--- config.mk ---
export PLATFORM = sky130hd
export DESIGN_NAME = bin_to_bcd_seq
export DESIGN_NICKNAME = d
export VERILOG_FILES = /design/src/rtl/bin_to_bcd_seq_pkg.sv /design/src/rtl/bin_to_bcd_seq_add3.sv /design/src/rtl/bin_to_bcd_seq.sv
export SDC_FILE = /design/constraint.sdc
export NUM_CORES = 1
export LEC_CHECK = 0
export CORE_MARGIN = 2
export CORE_UTILIZATION = 45
export CTS_CLUSTER_SIZE = 10
export DETAILED_ROUTE_END_ITERATION = 12
export PLACE_DENSITY = 0.68
export SLEW_MARGIN = 20
export SYNTH_ARGS = -nofsm -noshare
export SYNTH_HDL_FRONTEND = slang
export SYNTH_SLANG_ARGS = --single-unit
--- constraint.sdc ---
create_clock -name i_clk -period 2.2 [get_ports i_clk]
set_input_delay 0.33 -clock i_clk [delete_from_list [all_inputs] [get_ports i_clk]]
set_output_delay 0.33 -clock i_clk [all_outputs]
set_load 0.05 [all_outputs]
--- src/rtl/bin_to_bcd_seq_pkg.sv ---
// Shared constants and types for the MDR display-path binary-to-BCD converter.
package bin_to_bcd_seq_pkg;

    localparam int IVW  = 16;
    localparam int NDIG = 5;

    typedef enum logic [1:0] {
        IDLE  = 2'd0,
        SHIFT = 2'd1,
        DONE  = 2'd2
    } bcd_state_t;

    typedef logic [3:0] bcd_digit_t;

endpackage

--- src/rtl/bin_to_bcd_seq_add3.sv ---
// Double-dabble digit correction: a digit of 5 or more gets 3 added before the next shift.
module bcd_add3
    import bin_to_bcd_seq_pkg::*;
(
    input  bcd_digit_t i_Digit,
    output bcd_digit_t o_Digit
);

    assign o_Digit = (i_Digit >= 4'd5) ? bcd_digit_t'(i_Digit + 4'd3) : i_Digit;

endmodule

--- src/rtl/bin_to_bcd_seq.sv ---
// Sequential shift-add-3 binary-to-BCD converter, one input bit per clock, with
// registered sign and leading-zero blank mask for the seven-segment decoders.
module bin_to_bcd_seq #(
    parameter int DW   = bin_to_bcd_seq_pkg::IVW,
    parameter int NDIG = bin_to_bcd_seq_pkg::NDIG
) (
    input  logic              i_clk,
    input  logic              i_rst,
    input  logic              i_Start,
    input  logic [DW-1:0]     i_Val,
    input  logic              i_Signo,
    output logic              o_Busy,
    output logic              o_Done,
    output logic [4*NDIG-1:0] o_Bcd,
    output logic              o_Signo,
    output logic [NDIG-1:0]   o_Blank
);

    import bin_to_bcd_seq_pkg::*;

    localparam int CW = $clog2(DW + 1);

    bcd_state_t        r_state;
    logic [DW-1:0]     r_sr;
    logic [4*NDIG-1:0] r_acc;
    logic [CW-1:0]     r_cnt;
    logic              r_sgn;
    logic              r_busy;
    logic              r_done;
    logic [4*NDIG-1:0] r_bcd;
    logic              r_signo;
    logic [NDIG-1:0]   r_blank;

    logic [4*NDIG-1:0] w_acc_corr;
    logic [NDIG-1:0]   w_mask;
    logic              w_zero;

    for (genvar g = 0; g < NDIG; g++) begin : g_add3
        bcd_add3 u_add3 (
            .i_Digit(r_acc[4*g +: 4]),
            .o_Digit(w_acc_corr[4*g +: 4])
        );
    end

    // Digit 0 is never blanked so a zero result still shows "0".
    always_comb begin
        w_mask = '0;
        w_zero = 1'b1;
        for (int k = NDIG - 1; k >= 1; k--) begin
            w_zero    = w_zero & (r_acc[4*k +: 4] == 4'd0);
            w_mask[k] = w_zero;
        end
    end

    always_ff @(posedge i_clk) begin
        if (i_rst) begin
            r_state <= IDLE;
            r_sr    <= '0;
            r_acc   <= '0;
            r_cnt   <= '0;
            r_sgn   <= 1'b1;
            r_busy  <= 1'b0;
            r_done  <= 1'b0;
            r_bcd   <= '0;
            r_signo <= 1'b1;
            r_blank <= '0;
        end else begin
            r_done <= 1'b0;
            case (r_state)
                IDLE: begin
                    if (i_Start) begin
                        r_sr    <= i_Val;
                        r_sgn   <= i_Signo;
                        r_acc   <= '0;
                        r_cnt   <= CW'(DW);
                        r_busy  <= 1'b1;
                        r_state <= SHIFT;
                    end
                end
                SHIFT: begin
                    // Corrected digits shift left while the next magnitude bit enters the units digit.
                    r_acc <= {w_acc_corr[4*NDIG-2:0], r_sr[DW-1]};
                    r_sr  <= {r_sr[DW-2:0], 1'b0};
                    r_cnt <= r_cnt - CW'(1);
                    if (r_cnt == CW'(1)) begin
                        r_state <= DONE;
                    end
                end
                DONE: begin
                    r_bcd   <= r_acc;
                    r_signo <= r_sgn;
                    r_blank <= w_mask;
                    r_done  <= 1'b1;
                    r_busy  <= 1'b0;
                    r_state <= IDLE;
                end
                default: begin
                    r_state <= IDLE;
                end
            endcase
        end
    end

    assign o_Busy  = r_busy;
    assign o_Done  = r_done;
    assign o_Bcd   = r_bcd;
    assign o_Signo = r_signo;
    assign o_Blank = r_blank;

endmodule

==> After elaboration in Yosys (flattened, before gate mapping) <==
Index checks and enable logic that the tools add are counted.
{ "word_totals": {"regBits": 71, "inputBits": 20, "output_inout_bits": 28, "word_cells": 57} }
{ "classes": {"add_sub_neg": 6, "order_cmp": 5, "n_eq_ne": 5, "mux": 17, "bitwise_logic": 3, "n_reduce_logical": 11} }
{ "op_table": {"columns": ["op", "count"], "rows": [
  ["case mux 20 bit (2 select lines)", 1],
  ["case mux 16 bit (2 select lines)", 1],
  [">= comparator 4 x 3 -> 1 bit (second input constant)", 5],
  ["two-way mux 20 bit", 1],
  ["adder 4 x 2 -> 4 bit (second input constant)", 4],
  ["zero test 4 bit", 4],
  ["two-way mux 16 bit", 1],
  ["two-way mux 4 bit", 4],
  ["case mux 5 bit (2 select lines)", 1],
  ["AND reduction 2 bit", 4],
  ["== test 5 x 1 -> 1 bit (second input constant)", 1],
  ["two-way mux 5 bit", 1],
  ["subtractor 5 x 1 -> 5 bit (second input constant)", 1],
  ["two-way mux 2 bit", 2],
  ["inequality test 2 bit (second input constant)", 2],
  ["case mux 2 bit (2 select lines)", 1],
  ["nonzero test 2 bit", 2],
  ["adder 3 x 2 -> 3 bit (second input constant)", 1],
  ["AND 1 bit", 3],
  ["two-way mux 3 bit", 1],
  ["== test 2 x 1 -> 1 bit (second input constant)", 1],
  ["== test 2 bit (second input constant)", 1],
  ["zero test 2 bit", 1],
  ["two-way mux 1 bit", 2],
  ["case mux 1 bit (2 select lines)", 1]
]} }

==> Logic depth before layout (Yosys ltp) <==
Gate-level depths: netlist of run 1.
{ "logic_depth": {"ltp_word": 4, "ltp_mapped": 6, "depth_no_buf": 6} }

==> By module <==
Synthesis of run 1 repeated with hierarchy kept, for this count alone.
{ "unflattened": {"cells_unflattened": 330, "hier_area_um2": 3135.5} }
{ "modules_own_cells": {"columns": ["mod", "n_inst", "cells_per_inst", "area_each_um2", "seq_area_each_um2"], "rows": [
  ["bin_to_bcd_seq", 1, 250, 2628.8, 1421.4],
  ["bcd_add3", 5, 16, 101.3, 0.0]
]} }

==> Worst setup path before layout of run 1 <==
No wires, ideal clock.
{ "synth_path": {"path_kind": "reg-to-reg", "from": "register r_acc[9]", "to": "register r_acc[10]", "setup_time_ns": 0.117, "t_arrival_ns": 1.303, "t_required_ns": 2.083, "setup_slack_ns": 0.780, "stages_incl_launch_ff": 7, "path_buffers": 0, "path_cell_list": "dfxtp_1 inv_1 ha_1 nand2b_1 a21oi_1 mux2i_1 a22o_1"} }
{ "synth_between": {"elab_chain_len": 3} }
{ "synth_rtl": {"columns": ["element", "line_no", "source"], "rows": [
  ["start, declared", "bin_to_bcd_seq.sv:25", "logic [4*NDIG-1:0] r_acc;"],
  ["start signal, assigned", "bin_to_bcd_seq.sv:82", "r_acc <= {w_acc_corr[4*NDIG-2:0], r_sr[DW-1]};"],
  ["adder 4 x 2 -> 4 bit or >= comparator 4 x 3 -> 1 bit (tied branches)", "bin_to_bcd_seq_add3.sv:9", "assign o_Digit = (i_Digit >= 4'd5) ? bcd_digit_t'(i_Digit + 4'd3) : i_Digit;"],
  ["two-way mux 4 bit *", "bin_to_bcd_seq_add3.sv:9", null],
  ["case mux 20 bit (2 select lines) *", "bin_to_bcd_seq.sv:69", "case (r_state)"]
]} }
Mark *: on every way between the ends. The rest lies on a longest branch, timed or not.
A chain may end at the register's enable or synchronous reset.

==> Final worst setup path of run 1 <==
{ "layout_path": {"from": "register r_blank[3] (netlist: o_Blank[3])", "to": "output port o_Blank[3]"} }
{ "layout_rtl": {"columns": ["element", "line_no", "source"], "rows": [
  ["start, declared", "bin_to_bcd_seq.sv:32", "logic [NDIG-1:0] r_blank;"],
  ["start signal, assigned", "bin_to_bcd_seq.sv:92", "r_blank <= w_mask;"],
  ["end, declared", "bin_to_bcd_seq.sv:16", "output logic [NDIG-1:0] o_Blank"]
]} }
No word-level cell between the ends.

==> results of run 1 <==
cells in the final DEF (no fill, tap or decap), types with 9 or more instances in the layout:
| cell type | instances |
|---|---|
| sky130_fd_sc_hd__clkbuf_8 | 10 |
| sky130_fd_sc_hd__nor2_1 | 31 |
| sky130_fd_sc_hd__ha_1 | 15 |
| sky130_fd_sc_hd__dfxtp_1 | 71 |
| sky130_fd_sc_hd__buf_4 | 9 |
| sky130_fd_sc_hd__nor3_1 | 11 |
| sky130_fd_sc_hd__nand2_1 | 70 |
| sky130_fd_sc_hd__o21ai_0 | 13 |
| sky130_fd_sc_hd__a21oi_1 | 33 |
| sky130_fd_sc_hd__clkdlybuf4s50_1 | 45 |
| sky130_fd_sc_hd__inv_1 | 15 |
where the power goes:
part,total [mW],internal (mW),switching [mW],leakage (nW)
Combinational,0.346,0.156,0.190,0.788
Sequential,1.40,1.35,0.0542,0.577
Clock,0.867,0.434,0.433,0.0805
registers in the layout, summed over array words and instances, names as in the netlist:
signal   flops
o_Bcd       20
r_acc       20
r_sr        16
r_cnt        5
o_Blank      4
r_state      2
o_Busy       1
o_Done       1
o_Signo      1
r_sgn        1
cell type report:
class,count,area [um^2],share of cell area
clock buffer,14,152.6,0.03982
timing repair buffer,55,523.0,0.1364
tap,96,120.1,0.03133
inverter,16,60.06,0.01567
clock inverter,1,5.005,0.001305
sequential,71,1421,0.3708
multi-input combinational,261,1551,0.4047
layer usage:
layer | track usage | vias up | part of all wire
met3 | 0.03016 | 9 | 0.038
met5 | 0 | - | 0
met2 | 0.3147 | 60 | 0.49
met4 | 0.09650 | 0 | 0.017
li1 | - | 1350 | -
met1 | 0.2255 | 1204 | 0.46
cells by family after synthesis:
kind of cell	share of synthesized area
xor gates and xnor gates	0.01666
adders and majority gates	0.05950
muxes	0.02261
other	0.001189
DFF	0.4506
and+or+nand+nor	0.2031
AOI/OAI and AO/OA	0.1888
buffers and inverters	0.05752
worst max path at each step:
stage,slack (ns),start,depth (start not counted),to
2_1_floorplan,0.78,r_acc[9],6,r_acc[10]
3_3_place_gp,0.45,i_Start,6,r_sr[10]
3_5_place_dp,0.39,r_state[0],4,r_acc[16]
4_1_cts,0.35,o_Blank[3],1,o_Blank[3]
5_1_grt,0.26,r_state[0],4,r_acc[16]
6_report,0.37,o_Blank[3],1,o_Blank[3]
==> flow_summary_export.csv, run 1 <==
group,metric,value,unit
critical_path,type_of_element_capturing_the_critical_path,"primary output",
detailed_routing,drt-wirelength-per-cell,12.82,um
critical_path,timing_worst_setup_path_type,"reg2out",
sta,final.setup.tns,0,ns
detailed_routing,vias_per_inst,5.103,
sta,post-route-worst-setup-slack,0.3710,ns
clocking,numClockSinks,71,
grt,grt_first_pass_wirelength,11.21,mm
sta,finalHoldWorstSlack,0.4291,ns
critical_path,worst-path-buf-inv,1,
place,worst_setup_slack_post_dpl,0.3920,ns
critical_path,worst_ep_arrival,1.50,ns
clocking,clock-root-buffer,"sky130_fd_sc_hd__clkbuf_8",
yosys,ys_types,45,
sta,hold_violations,0,
detailed_routing,aggregate_routed_wire_length,6.590,mm
detailed_routing,drt-pass1-iter-count,4,
floorplanning,core.rowCount,30,
min_path,worstHoldEndpoint,"r_cnt[2]",
yosys,avgSynthCellArea,8.525,um^2
cells_and_area,finish.instance_area,3834,um^2
critical_path,critPathLaunchType,"flip-flop",
critical_path,reg2regPathDepth,4,
critical_path,critPathRequiredTime,1.87,ns
grt,grt_pass1_vias,2436,
critical_path,largest_fanout_of_any_net_on_the_critical_path,2,
yosys,seq_area_frac_synth,0.4506,
place,dp_hpwl,4.608,mm
yosys,asyncSetResetFlopFracSynth,0,
clocking,clock_path_buffers,2,
grt,grt_start_max_net_pins,26,
sta,maxClockFrequency,0.5467,GHz
flow_run,cap_violations,0,
detailed_routing,ant_nets,0,
clocking,clk_pin_slew_worst_paths,0.07,ns
power,pwr_density_cell,682.1,nW/um^2
clocking,clk-insertion-delay-late,0.33,ns
critical_path,timing.critical_path.cells,"clkdlybuf4s50_1",
min_path,hold_class,"in2reg",
sta,timing.final.max_slew_violations,0,
sta,rsz0062_at_grt,"false",
cells_and_area,post-route-util,0.5643,
clocking,numCtsBuffers,9,
critical_path,timing.critical_path.slowest_stage_cell,"sky130_fd_sc_hd__clkdlybuf4s50_1",
grt,antenna_found_initial,0,
sta,timing.slew.headroom,0.5863,
power,leakage_power_figure,1.446,nW
sta,final.min_clock_period,1.829,ns
yosys,synth_top_area_cells,"sky130_fd_sc_hd__dfxtp_1 (45%), sky130_fd_sc_hd__nand2_1 (8.3%), sky130_fd_sc_hd__ha_1 (6.0%), sky130_fd_sc_hd__a21oi_1 (5.2%), sky130_fd_sc_hd__nor2_1 (3.7%)",
yosys,synthesis.yosys.warnings,0,
place,buffers_on_ports,46,
power,vdd_drop_max,0.4262,mV
yosys,synthesis.instances,370,
floorplanning,chipHeight,87.72,um
yosys,syn_area,3154,um^2
grt,gr-usage-all-layers,0.1853,
cells_and_area,design.final.nets,449,
floorplanning,ios,48,
place,postPlaceCellArea,3676,um^2
run_status,status,"finished clean",
sta,tightestPinTransition,0.6198,ns
yosys,synth_top_area_cell,"sky130_fd_sc_hd__dfxtp_1",
floorplanning,core-area,6794,um^2
place,placed_cells_incl_taps,499,
sta,final.setup_skew,0.006256,ns
min_path,worst_hold_startpoint,"i_rst",
power,power.total,2.615,mW
yosys,synth_nets,405,
yosys,synthDominantCellAreaShare,0.4506,
cells_and_area,post_route_cells_drive_above_1_share,0.07416,
yosys,synth-seq-cells,71,
yosys,synth_edf_count,0,
clocking,post-cts-setup-buffers,0,
cells_and_area,n_antenna_cell,0,
critical_path,cp_top_family,"buffers and inverters",
critical_path,worstReg2RegEnd,"r_acc[16]",
cells_and_area,syn2layout_area_growth,21.54,%
yosys,synth_flop_cell,"sky130_fd_sc_hd__dfxtp_1",
clocking,ctsHoldBuffers,0,
min_path,timing.hold.worst_path_depth,2,
yosys,synth.top_cells.by_count,"sky130_fd_sc_hd__dfxtp_1 (71), sky130_fd_sc_hd__nand2_1 (70), sky130_fd_sc_hd__a21oi_1 (33)",
floorplanning,fp.dieW,87.72,um
detailed_routing,count_of_routing_violations_after_the_opening_detailed_route_iteration,81,
sta,final-setup-viol-count,0,
critical_path,worstReg2RegStart,"r_state[0]",
cells_and_area,final.fill_count,653,
clocking,ctsResizeCount,0,
floorplanning,initial_utilization,0.4643,
sta,post-route-period-util,0.8314,
cells_and_area,post_layout_nonfiller_instances,514,
detailed_routing,remaining_drc_errors,0,
clocking,tritoncts,"done",
detailed_routing,via_count,2623,
place,place.gp.congestion,0.8052,
grt,grt_overflow,0,
critical_path,flop2flop_setup_slack,0.43,ns
floorplanning,die_area,7695,um^2
critical_path,worst_path_largest_cell_delay,0.81,ns
yosys,synthMostInstantiatedCell,"sky130_fd_sc_hd__dfxtp_1",
clocking,clock_tree.htree_level_count,3,
(Power assumes the default switching activity.)
==> run 2, diff against run 1 <==
PLACE_DENSITY = 0.71   (was 0.68)
clock period = 1.6 ns   (was 2.2 ns; I/O delays follow)
==> run 2 against run 1 <==
Effect of this change: global-route usage rose by 0.40 points; clock power rose by 75%; sequential power rose by 37%; setup slack got worse by 0.23 ns; largest power group unchanged.
==> flow_summary_export.csv, run 2 (synthesis results as in run 1) <==
group,metric,value,unit
sta,maxClockFrequency,0.6873,GHz
critical_path,timing_worst_setup_path_type,"reg2reg",
clocking,clk-insertion-delay-late,0.35,ns
clocking,clock-root-buffer,"sky130_fd_sc_hd__clkbuf_8",
cells_and_area,post-route-util,0.5823,
floorplanning,core-area,6794,um^2
clocking,numCtsBuffers,9,
detailed_routing,wl_met1,3.057,mm
grt,grt_start_max_net_pins,26,
detailed_routing,ant_nets,0,
detailed_routing,drt-pass1-iter-count,4,
floorplanning,die_area,7695,um^2
detailed_routing,vias_per_inst,5.083,
detailed_routing,remaining_drc_errors,0,
sta,final.min_clock_period,1.455,ns
sta,final.setup_skew,0.009401,ns
detailed_routing,count_of_routing_violations_after_the_opening_detailed_route_iteration,83,
floorplanning,ios,48,
critical_path,flop2flop_setup_slack,0.14,ns
cells_and_area,post_route_cells_drive_above_1_share,0.1833,
critical_path,largest_fanout_of_any_net_on_the_critical_path,6,
clocking,numClockSinks,71,
critical_path,worst_ep_arrival,1.70,ns
clocking,clock_path_buffers,2,
grt,antenna_found_initial,0,
sta,post-route-period-util,0.9094,
min_path,hold_class,"in2reg",
clocking,clock_tree.htree_level_count,3,
critical_path,critPathRequiredTime,1.84,ns
power,pwr_density_cell,1004,nW/um^2
cells_and_area,commonest_cells_after_routing_fill_and_taps_aside,"sky130_fd_sc_hd__dfxtp_1 (71), sky130_fd_sc_hd__nand2_1 (70), sky130_fd_sc_hd__buf_4 (47), sky130_fd_sc_hd__nor2_1 (31), sky130_fd_sc_hd__a21oi_1 (29)",
floorplanning,fp.dieW,87.72,um
cells_and_area,final.fill_count,623,
cells_and_area,syn2layout_area_growth,25.43,%
sta,rsz0062_at_grt,"false",
cells_and_area,seqCellArea,1421,um^2
clocking,tritoncts,"done",
flow_run,cap_violations,0,
clocking,ctsHoldBuffers,0,
cells_and_area,n_antenna_cell,0,
detailed_routing,via_count,2679,
power,power.total,3.972,mW
detailed_routing,aggregate_routed_wire_length,6.821,mm
power,leakage_power_figure,1.597,nW
floorplanning,core.rowCount,30,
sta,final-setup-viol-count,0,
grt,grt_pass1_vias,2547,
critical_path,worstReg2RegStart,"r_acc[12]",
run_status,status,"finished clean",
min_path,timing.hold.worst_path_depth,2,
detailed_routing,drt-wirelength-per-cell,12.94,um
power,vdd_drop_max,0.6514,mV
grt,grt_overflow,0,
sta,timing.final.max_slew_violations,0,
grt,grt_first_pass_wirelength,11.48,mm
detailed_routing,met3WireLength,264,um
detailed_routing,max_layer_used,"met4",
min_path,worst_hold_startpoint,"i_rst",
cells_and_area,multi_input_area,1567,um^2
place,buffers_on_ports,46,
min_path,worstHoldEndpoint,"o_Busy",
floorplanning,chipHeight,87.72,um
critical_path,worstReg2RegEnd,"r_acc[14]",
detailed_routing,detailroute.wirelength.met2,3.428,mm
clocking,post-cts-setup-buffers,0,
place,place.gp.congestion,0.8426,
cells_and_area,design.final.nets,462,
critical_path,reg2regPathDepth,6,
floorplanning,initial_utilization,0.4643,
cells_and_area,final_common_cell,"sky130_fd_sc_hd__dfxtp_1",
clocking,clk_pin_slew_worst_paths,0.08,ns
critical_path,critPathLaunchType,"flip-flop",
sta,hold_violations,0,
place,dp_hpwl,4.958,mm
sta,final.setup.tns,0,ns
grt,gr-usage-all-layers,0.1893,
critical_path,type_of_element_capturing_the_critical_path,"flip-flop",
==> run 2: cell types whose count changed in the layout (fill, tap and decap cells not counted) <==
| cell | previous run | this run |
|---|---|---|
| sky130_fd_sc_hd__clkinv_2 | 1 | 2 |
| sky130_fd_sc_hd__clkbuf_1 | 4 | 0 |
| sky130_fd_sc_hd__buf_4 | 9 | 47 |
| sky130_fd_sc_hd__clkbuf_8 | 10 | 9 |
| sky130_fd_sc_hd__clkdlybuf4s50_1 | 45 | 18 |
| sky130_fd_sc_hd__bufinv_16 | 0 | 2 |
| sky130_fd_sc_hd__buf_12 | 0 | 2 |
| sky130_fd_sc_hd__clkinv_4 | 0 | 1 |
| sky130_fd_sc_hd__clkinvlp_4 | 0 | 1 |
| sky130_fd_sc_hd__a21oi_1 | 33 | 29 |
| sky130_fd_sc_hd__a21oi_2 | 0 | 4 |
==> run 2: timing repair <==
action,4_1_cts,5_1_grt
hold endpoints to repair,0,0
endpoints found under the setup margin,0,5
resized for setup,0,4
==> run 2: how the worst max path moves through the flow <==
stage                 to       from  slack, ns  depth (start not counted)
3_5_place_dp    r_sr[10]    i_Start       0.06                          6
6_report       r_acc[14]  r_acc[12]       0.14                          6
4_1_cts        r_acc[14]  r_acc[12]       0.06                          6
5_1_grt        r_acc[10]   r_acc[8]       0.04                          6
3_3_place_gp     r_sr[6]    i_Start       0.09                          6
2_1_floorplan  r_acc[10]   r_acc[9]       0.18                          6
==> run 2: routing by layer <==
| metal | vias to the layer above | GRT usage |
|---|---|---|
| met4 | 0 | 0.05734 |
| met3 | 8 | 0.04901 |
| met1 | 1247 | 0.2256 |
| met5 | - | 0 |
| met2 | 48 | 0.3340 |
| li1 | 1376 | - |
==> run 2: power breakdown <==
group	switching [mW]	internal, mW
combinational	0.286	0.249
sequential	0.0654	1.85
clock	0.654	0.865
==> run 2: metrics by stage <==
step	instance area, um^2	setup WS [ns]	std cells	hold WS, ns
global route	3956	0.04335	527	0.2415
floorplan	3154	0.1802	370	0.3655
detailed placement	3731	0.05953	512	0.4355
finish	3956	0.1450	527	0.2423
CTS	3941	0.05663	527	0.2156
global placement	3731	0.08656	512	0.4301
==> run 2: final cells by class <==
| type | count | share of cell area |
|---|---|---|
| clock buffer | 9 | 0.03131 |
| multi-input combinational | 261 | 0.3960 |
| timing repair buffer | 68 | 0.1461 |
| tap | 96 | 0.03036 |
| inverter | 16 | 0.01518 |
| clock inverter | 6 | 0.02182 |
| sequential | 71 | 0.3593 |
==> run 2: worst max-delay path, stage by stage (launching register included) <==
cell and delay [ns]:
sky130_fd_sc_hd__dfxtp_1 0.45, sky130_fd_sc_hd__inv_1 0.13, sky130_fd_sc_hd__ha_1 0.25, sky130_fd_sc_hd__nand2b_1 0.10
sky130_fd_sc_hd__a21oi_2 0.09, sky130_fd_sc_hd__mux2i_1 0.14, sky130_fd_sc_hd__a22o_1 0.19
==> run 3, diff against run 2 <==
PLACE_DENSITY = 0.68   (was 0.71)
SKIP_LAST_GASP = 1   (was not set)
clock period = 1.8 ns   (was 1.6 ns; I/O delays follow)
==> run 3 against run 2 <==
Effect of this change: sequential cell count is the same; first-iteration DRC count grew 19%; critical path depth decreased by 5; design area fell by 0.32%; utilization fell by 0.18 points; setup slack got worse by 0.11 ns; largest cell class unchanged; largest power group unchanged; highest routed layer unchanged.
==> flow_summary_export.csv, run 3 (synthesis results as in run 1) <==
group,metric,value,unit
run_status,status,"finished clean",
place,postPlaceCellArea,3749,um^2
detailed_routing,ant_nets,0,
critical_path,worst-path-buf-inv,1,
sta,maxClockFrequency,0.5663,GHz
grt,grt_pass1_vias,2519,
floorplanning,core.rowCount,30,
grt,antenna_found_initial,0,
critical_path,type_of_element_capturing_the_critical_path,"primary output",
cells_and_area,post_layout_nonfiller_instances,525,
power,vdd_drop_max,0.3919,mV
sta,final-setup-viol-count,0,
place,dp_hpwl,4.912,mm
critical_path,largest_fanout_of_any_net_on_the_critical_path,2,
cells_and_area,post_route_cells_drive_above_1_share,0.1166,
flow_run,cap_violations,0,
floorplanning,fp.dieW,87.72,um
sta,tightestPinTransition,0.5125,ns
place,placed_cells_incl_taps,509,
clocking,clk-insertion-delay-late,0.34,ns
floorplanning,chipHeight,87.72,um
clocking,tritoncts,"done",
cells_and_area,n_antenna_cell,0,
detailed_routing,drt-wirelength-per-cell,13.12,um
sta,final.setup_skew,0.006749,ns
floorplanning,ios,48,
sta,final.setup.tns,0,ns
detailed_routing,via_count,2698,
sta,post-route-period-util,0.9810,
place,buffers_on_ports,46,
detailed_routing,drt-pass1-iter-count,4,
power,pwr_density_cell,867.0,nW/um^2
place,place.gp.congestion,0.8298,
cells_and_area,final_common_cell,"sky130_fd_sc_hd__dfxtp_1",
sta,timing.slew.headroom,0.6578,
critical_path,worst_ep_arrival,1.50,ns
grt,grt_overflow,0,
cells_and_area,syn2layout_area_growth,25.03,%
critical_path,worst_path_largest_cell_delay,0.81,ns
detailed_routing,vias_per_inst,5.139,
critical_path,critPathLaunchType,"flip-flop",
cells_and_area,post-route-util,0.5805,
detailed_routing,remaining_drc_errors,0,
sta,rsz0062_at_grt,"false",
cells_and_area,finish.instance_area,3944,um^2
grt,gr-usage-all-layers,0.1893,
critical_path,timing.critical_path.slowest_stage_cell,"sky130_fd_sc_hd__clkdlybuf4s50_1",
clocking,numCtsBuffers,9,
min_path,hold_class,"in2reg",
critical_path,timing.critical_path.cells,"clkdlybuf4s50_1",
floorplanning,die_area,7695,um^2
grt,grt_first_pass_wirelength,11.60,mm
critical_path,timing_worst_setup_path_type,"reg2out",
detailed_routing,aggregate_routed_wire_length,6.888,mm
floorplanning,initial_utilization,0.4643,
critical_path,critPathRequiredTime,1.53,ns
power,leakage_power_figure,1.563,nW
clocking,numClockSinks,71,
detailed_routing,count_of_routing_violations_after_the_opening_detailed_route_iteration,99,
clocking,clock-root-buffer,"sky130_fd_sc_hd__clkbuf_8",
sta,final.min_clock_period,1.766,ns
clocking,post-cts-setup-buffers,0,
clocking,clock_tree.htree_level_count,3,
sta,timing.final.max_slew_violations,0,
sta,hold_violations,0,
cells_and_area,design.final.nets,459,
clocking,clock_path_buffers,2,
floorplanning,core-area,6794,um^2
critical_path,cp_top_family,"buffers and inverters",
cells_and_area,commonest_cells_after_routing_fill_and_taps_aside,"sky130_fd_sc_hd__dfxtp_1 (71), sky130_fd_sc_hd__nand2_1 (70), sky130_fd_sc_hd__clkdlybuf4s50_1 (37), sky130_fd_sc_hd__a21oi_1 (33), sky130_fd_sc_hd__nor2_1 (31)",
clocking,clk_pin_slew_worst_paths,0.07,ns
grt,grt_start_max_net_pins,24,
## run 3: cell count changes in the layout (fill, tap and decap cells not counted), moves of 2 or more
cell and change:
sky130_fd_sc_hd__dlymetal6s2s_1 +2, sky130_fd_sc_hd__a21oi_2 -4, sky130_fd_sc_hd__buf_4 -23, sky130_fd_sc_hd__clkbuf_1 +2, sky130_fd_sc_hd__clkdlybuf4s50_1 +19, sky130_fd_sc_hd__a21oi_1 +4
## run 3: final cells by class
class	count	area [um^2]
clock buffer	12	145.1
clock inverter	4	45.04
fill	624	2850
inverter	16	60.06
multi-input combinational	261	1551
sequential	71	1421
tap	96	120.1
timing repair buffer	65	600.6
## run 3: final timing paths
| path | startpoint | endpoint | slack [ns] | cells after the start |
|---|---|---|---|---|
| min | i_rst | r_cnt[3] | 0.29 | 2 |
| min reg2reg | r_sr[13] | r_sr[14] | 0.44 | 2 |
| max reg2reg | r_acc[9] | r_acc[10] | 0.20 | 6 |
| max | o_Blank[2] | o_Blank[2] | 0.03 | 1 |
## run 3: what timing repair did
item                                    4_1_cts  5_1_grt
hold buffers                                  0        0
resized for setup                             0        2
endpoints found under the setup margin        0        2
## run 3: report_power, final
part	switching, mW	total [mW]	internal, mW
Clock	0.575	1.25	0.672
Combinational	0.251	0.468	0.217
Sequential	0.0577	1.70	1.65
Total	0.883	3.42	2.54
## run 3: per-layer routing
metal | track usage | vias up | share of wire
met5 | 0 | - | 0
met4 | 0.08531 | 0 | 0.013
met3 | 0.03205 | 9 | 0.038
met2 | 0.3120 | 49 | 0.49
met1 | 0.2429 | 1269 | 0.46
li1 | - | 1371 | -
## run 3: through the flow
step / hold WS [ns] / setup slack, ns / power, mW
after global routing: 0.2942 / 0.002123 / 3.575
after detailed placement: 0.4382 / 0.1609 / 2.207
after global placement: 0.4265 / 0.2264 / 2.202
after floorplan: 0.3955 / 0.3802 / 2.043
final: 0.2874 / 0.03412 / 3.419
after CTS: 0.2843 / 0.02192 / 3.437
==> RTL edit 1 (settings of run 2) <==
Register the inputs `i_Start`, `i_Val` and `i_Signo` before use, with the module's reset. The logic sees them one clock later.
--- a/src/rtl/bin_to_bcd_seq.sv
+++ b/src/rtl/bin_to_bcd_seq.sv
@@ -21,2 +21,18 @@
     localparam int CW = $clog2(DW + 1);
+
+    logic i_Start_q;
+    logic [DW-1:0] i_Val_q;
+    logic i_Signo_q;
+
+    always_ff @(posedge i_clk) begin
+        if (i_rst) begin
+            i_Start_q <= '0;
+            i_Val_q   <= '0;
+            i_Signo_q <= '0;
+        end else begin
+            i_Start_q <= i_Start;
+            i_Val_q   <= i_Val;
+            i_Signo_q <= i_Signo;
+        end
+    end
 
@@ -70,5 +86,5 @@
                 IDLE: begin
-                    if (i_Start) begin
-                        r_sr    <= i_Val;
-                        r_sgn   <= i_Signo;
+                    if (i_Start_q) begin
+                        r_sr    <= i_Val_q;
+                        r_sgn   <= i_Signo_q;
                         r_acc   <= '0;
Check against the original RTL: not equivalent (Yosys sat finds a counterexample within 4 cycles, from zero or initial values and one cycle with i_rst high).
==> RTL edit 1 against run 2 <==
Sequential share of layout area rose by 5.9 points; power up 9.2%; routed wire length down 0.84%; synthesized cell count shrank 11%; synthesized area grew 8.1%; sequential cell count is 18 higher; setup slack got worse by 0.054 ns; final area grew 7.7%.
==> RTL edit 1: results (changes against run 2) <==
stage	metric	value	unit	change
outcome	status	finished clean		unchanged
cells_and_area	#MultiIn Comb	208		was 261
global_route	GRT Util Overall	16.6	%	was 18.9%
global_route	GRT met2 Usage	27.8	%	was 33.4%
placement	GPL Wtd Cong	0.801		was 0.843
timing	Clock Skew	0.00692	ns	was 0.00940 ns
setup_path	R2R Path Start	r_acc[16]		was r_acc[12]
setup_path	CP max FO	5		was 6
route	routed vias	2574		was 2,679
synth	adder-cell share of the synthesized area	5.50	%	was 5.95%
hold_path	HP Start	i_Val[8]		was i_rst
synth	post-synthesis mux area share	2.09	%	was 2.26%
cells_and_area	Fill cells	666		was 623
cells_and_area	number of non-clock buffers in the layout	70		was 68
global_route	first-pass GRT wire length	11000	um	was 11,500 um
route	DR WL met3	213	um	was 264 um
cells_and_area	final net count	427		was 462
pwr	worst IR drop on VDD	522	uV	was 651 uV
route	Wirelength per Cell	13.7	um	was 12.9 um
synth	Syn Area/Cell	10.3	um^2	was 8.53 um^2
placement	DP Wirelength	4680	um	was 4960 um
global_route	met1 GRT Util	20.8	%	was 22.6%
pwr	Lkg Pwr	0.00172	uW	was 0.00160 uW
pwr	sequential power share	53.2	%	was 48.3%
setup_path	worst reg2reg setup slack	0.09	ns	was 0.14 ns
setup_path	Worst setup startpoint	r_acc[16]		was r_acc[12]
route	initial DRC count	84		was 83
setup_path	max incr delay on CP	0.36	ns	was 0.45 ns
synth	Syn Nets	366		was 405
global_route	vias in the first global route	2331		was 2,547
route	WL met1	3180	um	was 3060 um
timing	Hold Worst Slack	0.426	ns	was 0.242 ns
synth	top cells by area, synth	dfxtp_1 (52%), a22o_1 (6.4%), ha_1 (5.5%)		was dfxtp_1 (45%), nand2_1 (8.3%), ha_1 (6.0%)
synth	sequential area share after synthesis	52.3	%	was 45.1%
synth	cell count after synthesis	331		was 370
cells_and_area	share of layout cells above drive strength 1	19.4	%	was 18.3%
[RTL edit 1: how the worst max path moves through the flow]
stage | slack [ns] | depth (start not counted) | endpoint
after floorplan | 0.26 | 6 | r_acc[2]
after global placement | -0.21 | 6 | r_sr[3]
after detailed placement | -0.27 | 3 | r_acc[7]
after CTS | 0.06 | 5 | r_sr[12]
after global routing | 0.01 | 6 | r_acc[18]
final | 0.09 | 5 | o_Blank[1]
[RTL edit 1: what timing repair did]
action                                  4_1_cts  5_1_grt
pin swaps                                     0        1
resized for setup                             1        5
endpoints found under the setup margin        6        5
hold buffers                                  0        0
setup buffers                                 0        2
[RTL edit 1: critical path, delay by kind of cell (launching register included)]
family,cells,cell delay [ns]
DFF,1,0.36
AOI/OAI and AO/OA,1,0.25
buffers and inverters,1,0.09
and+or+nand+nor,2,0.42
adders and majority gates,1,0.28
==> RTL edit 2 (settings of run 2) <==
Made on the original files. Change the package constant `IVW` from 16 to 32.
--- a/src/rtl/bin_to_bcd_seq_pkg.sv
+++ b/src/rtl/bin_to_bcd_seq_pkg.sv
@@ -3,3 +3,3 @@
 
-    localparam int IVW  = 16;
+    localparam int IVW  = 32;
     localparam int NDIG = 5;
Interface: changed (resized i_Val); port bits go from 48 to 64. The function was not compared with the original's and may differ.
==> RTL edit 2 against run 2 <==
Synthesized area is 26% higher; non-clock buffer count rose by 20; final area grew 25%; synthesized cell count rose by 13%; power is 18% higher; die area up 25%; setup slack got worse by 0.055 ns; sequential cell count is 17 higher; global-route usage decreased by 0.63 points; routed wire length up 22%; highest routed layer unchanged.
==> RTL edit 2: results (changes against run 2) <==
stage	metric	value	unit	change
cells_and_area	Seq area share	35.7	%	was 35.9%
global_route	largest net degree at the start of global routing	36		was 26
global_route	first-pass GRT wire length	14700	um	was 11,500 um
route	Wirelength per Cell	13.9	um	was 12.9 um
placement	placed cell count	585		was 512
setup_path	Largest delay share family, worst path	buffers and inverters		was flip-flops
cells_and_area	fin cells	601		was 527
setup_path	crit path max-delay cell type	clkdlybuf4s50_1		was dfxtp_1
global_route	GRT met2 Usage	29.4	%	was 33.4%
cells_and_area	clkbuf count	11		was 9
global_route	met3 Track Usage GR	3.08	%	was 4.90%
pwr	Comb pwr share	16.8	%	was 13.5%
route	DR WL met3	331	um	was 264 um
cells_and_area	area of the multi-input gates	2020	um^2	was 1570 um^2
setup_path	critical path arrival	1.77	ns	was 1.70 ns
synth	xor and xnor area share after synthesis	1.77	%	was 1.67%
cells_and_area	share of layout cells above drive strength 1	22.5	%	was 18.3%
synth	post-synthesis mux area share	1.80	%	was 2.26%
timing	max frequency	662	MHz	was 687 MHz
pwr	Design Power	4680	uW	was 3970 uW
outcome	status	finished clean		unchanged
placement	DP Wirelength	5740	um	was 4960 um
global_route	GRT Util Overall	18.3	%	was 18.9%
setup_path	CP max FO	27		was 6
global_route	met1 GRT Util	24.7	%	was 22.6%
cells_and_area	inverter count	14		was 16
route	DR WL met2	3860	um	was 3430 um
cells_and_area	final net count	539		was 462
[RTL edit 2: cell count changes after synthesis, moves of 6 or more]
cell	delta
a211oi_1	-7
o31ai_1	-6
a311oi_2	+28
a22o_1	+24
a22oi_1	-6
a21oi_1	-14
clkbuf_1	+8
nor2_1	+18
dfxtp_1	+17
[RTL edit 2: worst max path at each step]
stage,endpoint,cells past startpoint,from
3_5_place_dp,r_sr[10],6,i_Start
3_3_place_gp,r_sr[23],6,i_Start
2_1_floorplan,r_acc[6],6,r_state[0]
6_report,r_sr[1],6,i_Start
4_1_cts,r_acc[8],4,r_state[1]
5_1_grt,r_cnt[4],5,r_state[0]
[RTL edit 2: repair_timing]
| item | CTS | global route |
|---|---|---|
| gates resized for setup | 1 | 11 |
| hold buffers | 0 | 0 |
| setup endpoints to repair | 12 | 43 |
| setup buffers | 0 | 0 |
